**src/rtl/traffic_light_monitor_pkg.sv**
```systemverilog
// Shared definitions for the traffic light monitor: phase encodings,
// light bit positions and 7-segment digit patterns ({g,f,e,d,c,b,a}).
package traffic_mon_pkg;

    typedef enum logic [1:0] {
        PH_IDLE   = 2'd0,
        PH_GREEN  = 2'd1,
        PH_YELLOW = 2'd2,
        PH_RED    = 2'd3
    } phase_t;

    localparam int GREEN_BIT  = 0;
    localparam int YELLOW_BIT = 1;
    localparam int RED_BIT    = 2;

    localparam logic [6:0] SEG_DIGIT_0 = 7'h3F;
    localparam logic [6:0] SEG_DIGIT_1 = 7'h06;
    localparam logic [6:0] SEG_DIGIT_2 = 7'h5B;
    localparam logic [6:0] SEG_DIGIT_3 = 7'h4F;
    localparam logic [6:0] SEG_DIGIT_4 = 7'h66;
    localparam logic [6:0] SEG_DIGIT_5 = 7'h6D;
    localparam logic [6:0] SEG_DIGIT_6 = 7'h7D;
    localparam logic [6:0] SEG_DIGIT_7 = 7'h07;
    localparam logic [6:0] SEG_DIGIT_8 = 7'h7F;
    localparam logic [6:0] SEG_DIGIT_9 = 7'h6F;

    // Only the green->yellow->red->green ring counts as a legal hand-over.
    function automatic phase_t next_phase(input phase_t p);
        case (p)
            PH_GREEN:  next_phase = PH_YELLOW;
            PH_YELLOW: next_phase = PH_RED;
            PH_RED:    next_phase = PH_GREEN;
            default:   next_phase = PH_IDLE;
        endcase
    endfunction

endpackage

```
**src/rtl/traffic_light_monitor_seg7_decoder.sv**
```systemverilog
// Combinational 7-segment pattern to BCD digit decoder; any pattern that
// is not one of the ten digit shapes is reported as invalid.
module seg7_decoder
    import traffic_mon_pkg::*;
(
    input  logic [6:0] pattern,
    output logic [3:0] digit,
    output logic       valid
);

    always_comb begin
        digit = 4'd0;
        valid = 1'b1;
        case (pattern)
            SEG_DIGIT_0: digit = 4'd0;
            SEG_DIGIT_1: digit = 4'd1;
            SEG_DIGIT_2: digit = 4'd2;
            SEG_DIGIT_3: digit = 4'd3;
            SEG_DIGIT_4: digit = 4'd4;
            SEG_DIGIT_5: digit = 4'd5;
            SEG_DIGIT_6: digit = 4'd6;
            SEG_DIGIT_7: digit = 4'd7;
            SEG_DIGIT_8: digit = 4'd8;
            SEG_DIGIT_9: digit = 4'd9;
            default:     valid = 1'b0;
        endcase
    end

endmodule

```
**src/rtl/traffic_light_monitor.sv**
```systemverilog
// Passive checker for the traffic light controller outputs: tracks phase
// order and timing, raises sticky errors. Define TRAFFIC_MON_SEG_CHECK_EN
// to also check the 7-segment display against the internal prescaler.
module traffic_light_monitor
    import traffic_mon_pkg::*;
#(
    parameter int pSECOND_CNT_VAL    = 99,
    parameter int pTIME_GREEN_LIGHT  = 15,
    parameter int pTIME_YELLOW_LIGHT = 3,
    parameter int pTIME_RED_LIGHT    = 18,
    parameter int pPHASE_CNT_WIDTH   = 5
) (
    input  logic                        clk,
    input  logic                        rst_n,
    input  logic                        en,
    input  logic                        green_light,
    input  logic                        yellow_light,
    input  logic                        red_light,
    input  logic [6:0]                  seg_a,
    input  logic [6:0]                  seg_b,
    output logic [1:0]                  phase,
    output logic [pPHASE_CNT_WIDTH-1:0] phase_secs,
    output logic                        phase_done,
    output logic                        err_onehot,
    output logic                        err_sequence,
    output logic                        err_duration,
    output logic                        err_segment
);

    localparam int PRESC_W = (pSECOND_CNT_VAL > 0) ? $clog2(pSECOND_CNT_VAL + 1) : 1;

    logic [PRESC_W-1:0]        prescaler;
    logic                      tick;
    logic [2:0]                lights;
    logic                      lights_onehot;
    phase_t                    state;
    phase_t                    seen_phase;
    logic                      checked;
    logic                      secs_full;
    logic [pPHASE_CNT_WIDTH:0] secs_plus_tick;
    logic [31:0]               required_secs;
    logic                      dur_mismatch;

    always_ff @(posedge clk or negedge rst_n) begin
        if (!rst_n) begin
            prescaler <= '0;
        end else if (en) begin
            if (prescaler == PRESC_W'(pSECOND_CNT_VAL))
                prescaler <= '0;
            else
                prescaler <= prescaler + PRESC_W'(1);
        end
    end

    assign tick = en && (prescaler == PRESC_W'(pSECOND_CNT_VAL));

    assign lights[GREEN_BIT]  = green_light;
    assign lights[YELLOW_BIT] = yellow_light;
    assign lights[RED_BIT]    = red_light;
    assign lights_onehot      = $onehot(lights);

    always_comb begin
        seen_phase = PH_IDLE;
        if (lights_onehot) begin
            if (lights[GREEN_BIT])       seen_phase = PH_GREEN;
            else if (lights[YELLOW_BIT]) seen_phase = PH_YELLOW;
            else                         seen_phase = PH_RED;
        end
    end

    // A tick landing in the hand-over cycle still belongs to the finished phase.
    assign secs_full      = &phase_secs;
    assign secs_plus_tick = {1'b0, phase_secs} + {{pPHASE_CNT_WIDTH{1'b0}}, tick};

    always_comb begin
        required_secs = 32'd0;
        case (state)
            PH_GREEN:  required_secs = 32'(pTIME_GREEN_LIGHT);
            PH_YELLOW: required_secs = 32'(pTIME_YELLOW_LIGHT);
            PH_RED:    required_secs = 32'(pTIME_RED_LIGHT);
            default:   required_secs = 32'd0;
        endcase
    end

    assign dur_mismatch = (32'(secs_plus_tick) != required_secs);

    always_ff @(posedge clk or negedge rst_n) begin
        if (!rst_n) begin
            state        <= PH_IDLE;
            phase_secs   <= '0;
            phase_done   <= 1'b0;
            checked      <= 1'b0;
            err_onehot   <= 1'b0;
            err_sequence <= 1'b0;
            err_duration <= 1'b0;
        end else begin
            phase_done <= 1'b0;
            if (state == PH_IDLE) begin
                if (lights_onehot) begin
                    state      <= seen_phase;
                    phase_secs <= '0;
                    checked    <= 1'b0;
                end else if (lights != 3'b000) begin
                    err_onehot <= 1'b1;
                end
            end else if (!lights_onehot) begin
                err_onehot <= 1'b1;
                if (tick && !secs_full)
                    phase_secs <= phase_secs + pPHASE_CNT_WIDTH'(1);
            end else if (seen_phase == state) begin
                if (tick && !secs_full)
                    phase_secs <= phase_secs + pPHASE_CNT_WIDTH'(1);
            end else if (seen_phase == next_phase(state)) begin
                state      <= seen_phase;
                phase_secs <= '0;
                phase_done <= 1'b1;
                checked    <= 1'b1;
                if (checked && dur_mismatch)
                    err_duration <= 1'b1;
            end else begin
                // Follow the observed light so later phases are judged afresh.
                state        <= seen_phase;
                phase_secs   <= '0;
                checked      <= 1'b0;
                err_sequence <= 1'b1;
            end
        end
    end

    assign phase = state;

`ifdef TRAFFIC_MON_SEG_CHECK_EN
    logic [3:0]         tens_digit;
    logic [3:0]         units_digit;
    logic               tens_valid;
    logic               units_valid;
    logic [PRESC_W-1:0] prev_prescaler;
    logic               seg_armed;

    seg7_decoder u_tens_decoder (
        .pattern (seg_a),
        .digit   (tens_digit),
        .valid   (tens_valid)
    );

    seg7_decoder u_units_decoder (
        .pattern (seg_b),
        .digit   (units_digit),
        .valid   (units_valid)
    );

    // The controller display lags its prescaler by one register stage.
    always_ff @(posedge clk or negedge rst_n) begin
        if (!rst_n) begin
            prev_prescaler <= '0;
            seg_armed      <= 1'b0;
            err_segment    <= 1'b0;
        end else begin
            prev_prescaler <= prescaler;
            seg_armed      <= 1'b1;
            if (seg_armed && (!tens_valid || !units_valid ||
                (32'(tens_digit) * 32'd10 + 32'(units_digit) != 32'(prev_prescaler))))
                err_segment <= 1'b1;
        end
    end
`else
    logic unused_seg;
    assign unused_seg  = ^{seg_a, seg_b};
    assign err_segment = 1'b0;
`endif

endmodule
```
**config.mk**
```make
export PLATFORM = sky130hd
export DESIGN_NAME = traffic_light_monitor
export DESIGN_NICKNAME = d
export VERILOG_FILES = /design/src/rtl/traffic_light_monitor_pkg.sv /design/src/rtl/traffic_light_monitor_seg7_decoder.sv /design/src/rtl/traffic_light_monitor.sv
export SDC_FILE = /design/constraint.sdc
export NUM_CORES = 1
export LEC_CHECK = 0
export ABC_AREA = 1
export CAP_MARGIN = 25
export CORE_UTILIZATION = 59
export CTS_BUF_LIST = sky130_fd_sc_hd__clkbuf_4
export DETAILED_ROUTE_END_ITERATION = 8
export DONT_BUFFER_PORTS = 1
export PLACE_DENSITY = 0.86
export SLEW_MARGIN = 15
export SYNTH_ARGS = -nofsm -noshare
export SYNTH_HDL_FRONTEND = slang
export SYNTH_HIERARCHICAL = 1
export SYNTH_SLANG_ARGS = --single-unit
export TNS_END_PERCENT = 100
```
**constraint.sdc**
```tcl
create_clock -name clk -period 1.6 [get_ports clk]
set_input_delay 0.48 -clock clk [delete_from_list [all_inputs] [get_ports clk]]
set_output_delay 0.48 -clock clk [all_outputs]
set_load 0.05 [all_outputs]
```
Yosys cells after proc, flatten, opt, wreduce, memory -nomap -nowiden --
Cells that the tools add are included.
Storage, ports and cells: input bits 20, output and inout bits 12, register bits after elaboration 19
Operators by class: equality and inequality tests 11, bitwise gates (word level) 4, reductions and logical operators 11, muxes and demuxes 30, add/subtract/negate cells 5
Operators by type and width (count):
- 6-bit by 32-bit inequality test with 1-bit output | 1
- 5-bit two-way mux | 5
- 2-bit two-way mux | 9
- 5-bit one-hot mux with 3 select lines | 1
- 1-bit two-way mux | 13
- 5-bit AND reduction | 2
- 7-bit by 1-bit adder with 7-bit output, second input constant | 1
- 7-bit == test, second input constant | 1
- 7-bit two-way mux | 1
- 5-bit by 1-bit adder with 6-bit output | 1
- 2-bit one-hot mux with 3 select lines | 1
- 5-bit by 1-bit adder with 5-bit output, second input constant | 1
- 2-bit by 1-bit == test with 1-bit output, second input constant | 2
- 2-bit == test | 2
- 2-bit == test, second input constant | 2
- 2-bit inequality test, second input constant | 2
- 1-bit NOT | 4
- 2-bit AND reduction | 2
- 4-bit AND reduction | 1
- 1-bit logical AND | 3
- 3-bit nonzero test | 1
- 1-bit by 1-bit adder with 2-bit output | 1
- 2-bit by 1-bit adder with 2-bit output | 1
- 2-bit logical NOT | 1
- 2 further kinds | 2

Logic depth before layout (Yosys ltp) --
depth after elaboration 13, depth in mapped cells 14

Worst setup path before layout --
Ideal clock, no wire load.
kind input -> register, start input green_light, end register state[0] (netlist: phase[0]), setup time 124 ps, stages 10, setup slack -319 ps, data arrival time 1795 ps, data required time 1476 ps, path buffers 0, path through inv_2 fa_1 nor2_8 nand2_2 nand2_1 nand3_2 nand2_4 nand2_2 nand3_1 o21ai_1
On the way: cells in the longest elaborated chain, start to end 7
RTL lines:
- start: declaration | line traffic_light_monitor.sv:16 | input logic green_light,
- 1-bit by 1-bit adder with 2-bit output (not written as such) | line traffic_light_monitor.sv:60 | assign lights_onehot = $onehot(lights);
- 2-bit by 1-bit adder with 2-bit output (not written as such) | line traffic_light_monitor.sv:60
- 2-bit by 1-bit == test with 1-bit output | line traffic_light_monitor.sv:60
- 2-bit two-way mux | line traffic_light_monitor.sv:64 | if (lights_onehot) begin
- 2-bit == test or 2-bit two-way mux (tied branches) | line traffic_light_monitor.sv:110 | end else if (seen_phase == state) begin
- 2-bit inequality test (no source line) or 2-bit two-way mux (tied branches)
- 2-bit AND reduction (no source line) or 2-bit two-way mux (tied branches)
- end signal: assignment | line traffic_light_monitor.sv:100 | state <= seen_phase;
- end signal: assignment | line traffic_light_monitor.sv:114 | state <= seen_phase;
- end signal: assignment | line traffic_light_monitor.sv:122 | state <= seen_phase;
- end: declaration | line traffic_light_monitor.sv:36 | phase_t state;
Parallel ways exist; a longest one is shown, timed or not. The select of a mux whose other input is x is not followed. A chain may end at the register's enable or synchronous reset.

Final worst setup path --
start register prescaler[0], end register err_duration
On the way: cells in the longest elaborated chain, start to end 6
RTL lines:
- start: declaration | line traffic_light_monitor.sv:32 | logic [PRESC_W-1:0] prescaler;
- start signal: assignment | line traffic_light_monitor.sv:51 | prescaler <= prescaler + PRESC_W'(1);
- 7-bit == test | line traffic_light_monitor.sv:55 | assign tick = en && (prescaler == PRESC_W'(pSECOND_CNT_VAL));
- 1-bit logical AND | line traffic_light_monitor.sv:55
- 5-bit by 1-bit adder with 6-bit output | line traffic_light_monitor.sv:73 | assign secs_plus_tick = {1'b0, phase_secs} + {{pPHASE_CNT_WIDTH{1'b0}}, tick};
- 6-bit by 32-bit inequality test with 1-bit output | line traffic_light_monitor.sv:85 | assign dur_mismatch = (32'(secs_plus_tick) != required_secs);
- 1-bit logical AND | line traffic_light_monitor.sv:118 | if (checked && dur_mismatch)
- 5-bit AND reduction (no source line)
- end signal: assignment | line traffic_light_monitor.sv:95 | err_duration <= 1'b0;
- end signal: assignment | line traffic_light_monitor.sv:119 | err_duration <= 1'b1;
- end: declaration | line traffic_light_monitor.sv:26 | output logic err_duration,
Every way passes these cells.

==> out/results.tsv <==
stage	metric	value	unit
logic_synthesis	syn-instance-count	184	
placement	placed_area	1640	sq um
logic_synthesis	yosysTopAreaCellShare	0.341	
sta	hold_violations	0	
finish	nFillCells	129	
logic_synthesis	syn_area_per_cell	7.58	sq um
setup_path	ff2ff_path_depth	13	
drt	via_per_inst	5.66	
setup_path	crit_arrival	2.09	ns
worst_hold_path	hp-start	yellow_light	
cts	clkTransAtPathRegs	0.12	ns
floorplan	die_y	50.6	um
finish	final_util	0.825	
worst_hold_path	min_to	err_onehot	
finish	layout.nets	251	
global_routing	grt_antenna_before_repair	0	
floorplan	die-area	2560	sq um
floorplan	core	2210	sq um
flow_run	cap_violations	0	
drt	dr.pass1.iters	4	
sta	finalCritPeriodShare	1.18	
sta	fin_hold_ws	0.331	ns
logic_synthesis	ys.flop_type	dfrtp_1	
cts	cts_root_buffer	clkbuf_4	
floorplan	start_util	0.630	
sta	rsz0062_at_grt	yes	
setup_path	r2r_slack	-0.28	ns
status	violations	setup timing	
placement	hpwlAfterDp	2480	um
logic_synthesis	yosysTopAreaCell	dfrtp_1	
drt	via_count	1404	
setup_path	rr_startpoint	prescaler[0]	
logic_synthesis	async_reset_ff_frac	1.00	
worst_hold_path	min_path_type	input port to register	
finish	drive_above_1_share	0.355	
logic_synthesis	ys_types	31	
finish	fin_area	1830	sq um
floorplan	die_w	50.6	um
status	status	complete, but fails checks	
setup_path	cp-end-kind	register	
global_routing	grt_pass1_vias	1417	
global_routing	gr-total-overflow	0	
setup_path	r2r_end	err_duration	
global_routing	grt_use_total	0.326	
drt	drt-initial-drc-count	55	
logic_synthesis	ys_seq_elements	19	
setup_path	cp.required	1.81	ns
setup_path	path_class	register to register	
placement	io_buffers	0	
setup_path	worstPathMaxFanout	3	
finish	antenna_cells	0	
cts	cts_tree	yes	
logic_synthesis	ys_seq_area_frac	0.341	
global_routing	grt_pass1_wl	6090	um
logic_synthesis	synth_area_leaders	dfrtp_1 (34%), nand2_1 (15%), ha_1 (8.1%), inv_1 (7.3%), nand3_1 (6.5%)	
pwr	power-per-cell-area	1770	nW/um^2
pwr	p_total	3.23	mW
floorplan	num_rows	17	
drt	drt-wirelength-per-cell	15.8	um
sta	final.setup.worst_slack	-0.281	ns
cts	cts_sinks	19	
sta	slew_violations	0	
sta	max_freq	0.532	GHz
global_routing	grt_start_max_net_pins	20	
sta	finClkSkew	0.000994	ns
drt	detail-route-antenna-nets	0	
setup_path	worstSetupStartpointType	register	
finish	multi_input_area	897	sq um
pwr	p_leak	0.966	nW
floorplan	ios	32	
pwr	vdd_drop_max	1.51	mV
worst_hold_path	hold_depth	2	
cts	cts_max_level	1	
finish	area.sequential	479	sq um
sta	finalSetupViolations	2	
sta	min_period	1.88	ns
cts	clkLatencyLatePin	0.31	ns
logic_synthesis	yosys_warnings	6	
finish	syn2layout_area_growth	31.0	%
drt	drt-total-wl	3920	um
drt	drcViolationCount	0	
logic_synthesis	netlist_area	1390	sq um
logic_synthesis	synth_edf_count	0	
cts	clock_path_buffers	2	
cts	cts_buffers	3	
logic_synthesis	synth_nets	214	
placement	globalplace.congestion	0.877	
sta	fin_tns_setup	-0.345	ns
-- layout by cell type (no fill, tap or decap), types with 3 or more instances in the layout --
cell type / netlist / routed
o22ai_1: 4 / 4
dfrtp_1: 19 / 16
nor2_1: 9 / 8
buf_4: 1 / 32
xor2_1: 4 / 4
nand2_4: 2 / 6
a21oi_1: 3 / 3
o21ai_1: 3 / 3
clkbuf_4: 0 / 3
nand2_2: 5 / 10
nand3_2: 2 / 4
inv_2: 3 / 6
ha_4: 0 / 3
ha_1: 9 / 6
dfrtp_2: 0 / 3
nand3_1: 18 / 16
inv_1: 27 / 22
nand2_1: 54 / 45
-- flip-flops by register name (all words and copies together), names as in the netlist --
signal and cells:
phase_secs 5, checked 1, err_sequence 1, phase 2, phase_done 1, err_duration 1, prescaler 7, err_onehot 1
-- worst max path at each step --
stage | startpoint | end | slack (ns)
after CTS | prescaler[1] | err_duration | -0.11
after global placement | red_light | phase[1] | -0.23
after floorplan | red_light | phase[0] | -0.21
after detailed placement | red_light | phase[1] | -0.27
after global routing | prescaler[0] | err_duration | -0.37
final | prescaler[0] | err_duration | -0.28
-- layout make-up --
type,count,area share
multi-input combinational,133,0.491
sequential,19,0.263
timing repair buffer,34,0.143
inverter,30,0.0685
tap,28,0.0192
clock buffer,3,0.0123
clock inverter,1,0.00274
-- per-stage QoR --
step | setup slack [ns] | cells
after floorplan | -0.210 | 184
after global placement | -0.230 | 235
after detailed placement | -0.274 | 235
after CTS | -0.109 | 243
after global routing | -0.372 | 248
final | -0.281 | 248
-- power by group --
part / switching [mW] / internal, mW / total [mW]
logic: 1.24 / 0.856 / 2.09
registers: 0.221 / 0.654 / 0.875
clock network: 0.167 / 0.0934 / 0.261
total: 1.63 / 1.60 / 3.23
-- cell usage after synthesis (2+ instances only) --
master and n:
xnor2_1 2, nand3b_1 2, nand4_1 2, nand2_4 2
nand2_1 54, o21bai_1 2, nand3_2 2, o22ai_1 4
nor2_1 9, ha_1 9, xor2_1 4, dfrtp_1 19
a21oi_1 3, o21ai_1 3, nor2_8 2, nand2_2 5
inv_2 3, inv_1 27, nand3_1 18
-- cells by family after synthesis --
logic type / count (synthesis) / synth area share
and+or+nand+nor: 100 / 0.361
buffers and inverters: 32 / 0.0898
DFF: 19 / 0.341
AOI/OAI and AO/OA: 15 / 0.0646
adders and majority gates: 10 / 0.0952
xor gates and xnor gates: 6 / 0.0377
other: 1 / 0.00269
muxes: 1 / 0.00808
-- worst max-delay path, stage by stage (launching register included) --
cell and delay, ns:
dfrtp_1 0.45, ha_4 0.19, nand4_4 0.12, nor2_8 0.17, ha_4 0.16, inv_2 0.04, nand2_2 0.06, nand2_2 0.06
nand2_2 0.08, nand2_2 0.09, nor2_2 0.12, nand3_1 0.10, nand3_1 0.09, nand2_1 0.05
-- layer usage --
metal / GRT usage / vias to the layer above / routed length [um]
met1: 0.363 / 662 / 1460
met3: 0.0485 / 26 / 223
li1: - / 649 / -
met5: 0 / - / 0
met2: 0.596 / 67 / 1980
met4: 0.162 / 0 / 260
-- repair_timing --
action | in CTS | in global routing
pin swaps | 8 | 18
resized for setup | 9 | 15
setup endpoints to repair | 2 | 8
hold buffers | 1 | 0
gates cloned | 0 | 0
endpoints found under the hold margin | 19 | 0
setup buffers | 3 | 5
No activity file was read; power rests on OpenSTA's default activity.
==> variant 1 (same settings) <==
The option `TRAFFIC_MON_SEG_CHECK_EN` is turned on by a define.
--- a/src/rtl/traffic_light_monitor.sv
+++ b/src/rtl/traffic_light_monitor.sv
@@ -1,6 +1,8 @@
 // Passive checker for the traffic light controller outputs: tracks phase
 // order and timing, raises sticky errors. Define TRAFFIC_MON_SEG_CHECK_EN
 // to also check the 7-segment display against the internal prescaler.
+`define TRAFFIC_MON_SEG_CHECK_EN
+
 module traffic_light_monitor
     import traffic_mon_pkg::*;
 #(
Check against the original RTL: not equivalent (Yosys sat finds a counterexample within 4 cycles, from zero or initial values and one cycle with rst_n low).
==> variant 1 against the unedited design <==
The run still ends with negative setup slack left. Setup slack got worse by 0.57 ns. Non-clock buffer count increased by 29. Area after synthesis rose by 81%. Sequential power rose by 26%. Critical path type is now in -> reg. Largest power group unchanged. Clock skew is 0.012 ns higher. Sequential cell count is 9 higher. First-iteration DRC count rose to 3.7 times the old value. Design area increased by 91%. Die area is 77% higher. Wire length rose by 79%. Power up 2.2%.
==> variant 1: results (changes against the unedited design) <==
.. list-table::
   :header-rows: 1

   * - Metric
     - Value
   * - Most common library cells after synthesis
     - 123 x nand2_1, 60 x inv_1, 44 x nand3_1, 42 x nor2_1, 28 x dfrtp_1
   * - Max rail drop VDD
     - 1.13 mV (-25%)
   * - Number of vias per cell
     - 5.48 (-3.3%)
   * - First-pass GRT wire length
     - 9.90 mm (+63%)
   * - Number of global-route vias before repair
     - 2,576 (+82%)
   * - Weighted congestion reported at the end of routability-driven placement
     - 0.839 (-4.4%)
   * - Hold-critical path endpoint
     - prescaler[1]
   * - Setup-failing EPs final
     - 2 (unchanged)
   * - Mean instance size in the synthesized netlist
     - 6.46 µm² (-15%)
   * - CP Data Arrival Time
     - 2.70 ns (+0.61 ns)
   * - Final Hold Slack
     - 0.275 ns (-0.0568 ns)
   * - Peak fanout along the critical path
     - 2 (-1)
   * - Final cell count without fillers
     - 505 (+100%)
   * - Final HPWL DP
     - 4.54 mm (+83%)
   * - R2R setup slack
     - -0.16 ns (+0.12 ns)
   * - Total leakage power
     - 1.81 nW (+87%)
   * - Initial detailed-routing violation count
     - 203 (+270%)
   * - Syn Nets
     - 429 (+100%)
   * - Min-delay src
     - en
   * - Violations in the final reports
     - negative setup slack
   * - Outcome
     - finished with violations
   * - Worst path slowest cell
     - fa_1
   * - Clock transition at the registers of the reported paths
     - 0.16 ns (+0.04 ns)
   * - Setup WS post-layout
     - -0.850 ns (-0.569 ns)
   * - Sum of negative setup slack
     - -1.01 ns (-0.669 ns)
==> variant 1: cell count changes after synthesis, moves of 6 or more <==
cell	change
nor2_4	+6
dfrtp_1	+9
ha_1	+7
inv_1	+33
nand2_2	+9
nor2_1	+33
nand2_1	+69
nand3_1	+26
==> variant 1: kinds of logic (layout without fill, tap and decap cells) <==
kind of cell    after synthesis  after routing  synth area share
simple gates                250            250             0.456
buf+inv                      67            132             0.101
flops                        28             28             0.278
compound gates               21             21            0.0467
fa+ha+maj                    19             19             0.103
xor+xnor                      4              4            0.0139
other cells                   1              1           0.00149
==> variant 1: cell type report <==
| type | instances | area, µm² |
|---|---|---|
| Sequential cell | 28 | 703 |
| Timing Repair Buffer | 63 | 510 |
| Tap cell | 50 | 62.6 |
| Clock buffer | 3 | 22.5 |
| Clock inverter | 1 | 30.0 |
| Multi-Input combinational cell | 295 | 1850 |
| Fill cell | 206 | 567 |
| Inverter | 65 | 309 |
==> variant 1: layer usage <==
layer | global-route usage | vias up | share of wire
li1 | - | 1353 | -
met1 | 0.294 | 1297 | 0.39
met2 | 0.564 | 84 | 0.53
met3 | 0.0321 | 32 | 0.036
met4 | 0.101 | 0 | 0.044
met5 | 0 | - | 0
==> variant 1: timing repair <==
item                       4_1_cts  5_1_grt
pin swaps                       21       23
hold endpoints to repair        28        0
gates cloned                     0        0
hold buffers                     2        0
resized for setup               21       35
setup buffers                    5        5
setup endpoints to repair        6       14
==> variant 1: where the power goes <==
part	leakage [nW]	total, mW	switching [mW]	internal (mW)
clock	0.0279	0.461	0.208	0.253
combinational	1.45	1.74	1.02	0.713
sequential	0.330	1.10	0.199	0.904
==> variant 1: how the worst max path moves through the flow <==
stage / cells after the start / slack [ns] / to
floorplan: 19 / -0.87 / err_segment
global placement: 19 / -0.96 / err_segment
detailed placement: 18 / -1.08 / err_segment
CTS: 19 / -0.58 / err_segment
global route: 18 / -0.94 / err_segment
finish: 17 / -0.85 / err_segment
==> variant 1: through the flow <==
step	instance area, µm²	power (mW)	util
floorplan	2710	2.17	-
global placement	3140	2.57	0.775
detailed placement	3140	2.62	0.775
CTS	3330	3.17	0.821
global route	3490	3.53	0.860
finish	3490	3.30	0.860
==> variant 1: critical path, delay by kind of cell <==
kind,cells,cell delay (ns)
compound gates,1,0.07
fa+ha+maj,2,0.69
buf+inv,2,0.09
simple gates,12,1.35
==> variant 2 (same flow settings) <==
Without the edit above. Put one more register stage on the output `err_onehot`, without a reset. The value now appears one clock later. The other outputs are not delayed to match.
--- a/src/rtl/traffic_light_monitor.sv
+++ b/src/rtl/traffic_light_monitor.sv
@@ -28,6 +28,8 @@
 );
 
     localparam int PRESC_W = (pSECOND_CNT_VAL > 0) ? $clog2(pSECOND_CNT_VAL + 1) : 1;
+
+    logic err_onehot_s0;
 
     logic [PRESC_W-1:0]        prescaler;
     logic                      tick;
@@ -90,7 +92,7 @@
             phase_secs   <= '0;
             phase_done   <= 1'b0;
             checked      <= 1'b0;
-            err_onehot   <= 1'b0;
+            err_onehot_s0 <= 1'b0;
             err_sequence <= 1'b0;
             err_duration <= 1'b0;
         end else begin
@@ -101,10 +103,10 @@
                     phase_secs <= '0;
                     checked    <= 1'b0;
                 end else if (lights != 3'b000) begin
-                    err_onehot <= 1'b1;
+                    err_onehot_s0 <= 1'b1;
                 end
             end else if (!lights_onehot) begin
-                err_onehot <= 1'b1;
+                err_onehot_s0 <= 1'b1;
                 if (tick && !secs_full)
                     phase_secs <= phase_secs + pPHASE_CNT_WIDTH'(1);
             end else if (seen_phase == state) begin
@@ -169,4 +171,8 @@
     assign err_segment = 1'b0;
 `endif
 
+    always_ff @(posedge clk) begin
+        err_onehot <= err_onehot_s0;
+    end
+
 endmodule
Function: changed (a bounded check fails within 4 cycles, from zero or initial values and one cycle with rst_n low).
==> variant 2 against the unedited design <==
Largest power group unchanged. Area after synthesis down 2.1%. Design area down 4.5%. Setup slack better by 0.031 ns. Cell count down 2.0%. The run still ends with negative setup slack left. Fmax up 1.7%. Wire length down 12%. Clock skew up 0.0046 ns. Die area down 2.0%. Power down 20%. Clock power up 62%. Sequential cell count up 1.
==> variant 2: results (changes against the unedited design) <==
.. list-table::
   :header-rows: 1

   * - Metric
     - Value
   * - Setup WS post-layout
     - -0.250 ns (+0.0314 ns)
   * - CP Data Arrival Time
     - 2.06 ns (-0.03 ns)
   * - Initial detailed-routing violation count
     - 52 (-5.5%)
   * - Worst-case setup slack after placement
     - -0.325 ns (-0.0513 ns)
   * - Met1 layer wirelength in the final routing
     - 1.30 mm (-10%)
   * - Fraction of final layout cells sized beyond drive strength 1
     - 0.265 (-0.0894)
   * - Total leakage power
     - 0.906 nW (-6.3%)
   * - Global routing met2 resource utilization
     - 0.487 (-0.109)
   * - Clock skew after layout
     - 0.00557 ns (+0.00457 ns)
   * - Share of flip-flops with an asynchronous set or reset after synthesis
     - 0.950 (-0.0500)
   * - Most common library cells after synthesis
     - 64 x nand2_1, 28 x inv_1, 20 x nand3_1, 19 x dfrtp_1, 11 x nor2_1
   * - GR met1 Demand/Resource
     - 0.305 (-0.0582)
   * - Total net switching power
     - 1.14 mW (-30%)
   * - DR top layer
     - met4
   * - Outcome
     - finished with violations
   * - Final HPWL DP
     - 2.31 mm (-7.0%)
   * - Hold-critical path endpoint
     - prescaler[1]
   * - Area of placed instances
     - 1560 µm² (-4.8%)
   * - Count of different cell masters after synthesis
     - 29 (-6.5%)
   * - Setup-failing EPs final
     - 6 (+4)
   * - Share of the yosys chip area belonging to registers
     - 0.363 (+0.0219)
   * - Count of cells along the worst hold path
     - 1 (-1)
   * - Number of global-route vias before repair
     - 1,320 (-6.8%)
   * - Number of vias per cell
     - 5.61 (-0.92%)
   * - Top area cells in the synthesized netlist
     - dfrtp_1 35%, nand2_1 18%, ha_1 8.2%
   * - Weighted congestion reported at the end of routability-driven placement
     - 0.903 (+2.9%)
   * - Areal power density over the cells
     - 1490 nW/µm² (-16%)
   * - Violations in the final reports
     - negative setup slack
   * - DR WL met2
     - 1.85 mm (-6.5%)
   * - Met3 routing resource usage after global routing
     - 0.0370 (-0.0114)
   * - Syn Nets
     - 219 (+2.3%)
   * - Average wire per standard cell
     - 14.2 µm (-10%)
   * - Routed length on met3
     - 212 µm (-4.9%)
   * - Hold WC Path Type
     - in -> reg
   * - Combinational power
     - 1.41 mW (-33%)
==> variant 2: changes by cell type after synthesis, moves of 2 or more <==
cell | unedited run | this run
nand2_2 | 5 | 1
nand2_1 | 54 | 64
nand3_1 | 18 | 20
nor2_8 | 2 | 0
o21ai_1 | 3 | 5
nand3b_1 | 2 | 0
inv_2 | 3 | 1
nor2_1 | 9 | 11
o21ai_0 | 1 | 5
o22ai_1 | 4 | 0
==> variant 2: per-stage QoR <==
step                       util  hold WS, ns  instances
after global placement    0.713        0.185        236
after detailed placement  0.713        0.185        236
after floorplan               -        0.184        189
after CTS                 0.750        0.330        241
final                     0.796        0.326        243
after global routing      0.796        0.317        243
==> variant 2: worst max-delay path: stages (launching register included) <==
cell	delay [ns]
dfrtp_1	0.41
ha_4	0.17
nand3_4	0.08
nor3_4	0.19
ha_2	0.25
inv_2	0.05
nand2_2	0.09
nand2_2	0.07
nand2_1	0.05
nand2_1	0.05
nor2_1	0.09
nand3_1	0.09
nand3_1	0.10
nand2_1	0.05
==> variant 2: layout make-up <==
type,count,area (µm²)
Clock buffer,3,22.5
Inverter,29,124
Clock inverter,1,30.0
Timing Repair Buffer,25,201
Fill cell,145,448
Sequential cell,20,497
Tap cell,28,35.0
Multi-Input combinational cell,137,833
==> variant 2: kinds of logic after synthesis <==
group,count (synthesis),synth area share
fa+ha+maj,10,0.0972
simple gates,104,0.334
other cells,1,0.00275
xor+xnor,5,0.0321
buf+inv,32,0.0972
mux,1,0.00825
flops,20,0.363
compound gates,16,0.0660
==> variant 2: repair_timing <==
action,CTS,global route
setup buffers,0,2
endpoints found under the hold margin,19,0
resized for setup,3,26
pin swaps,1,7
endpoints found under the setup margin,2,10
hold buffers,1,0
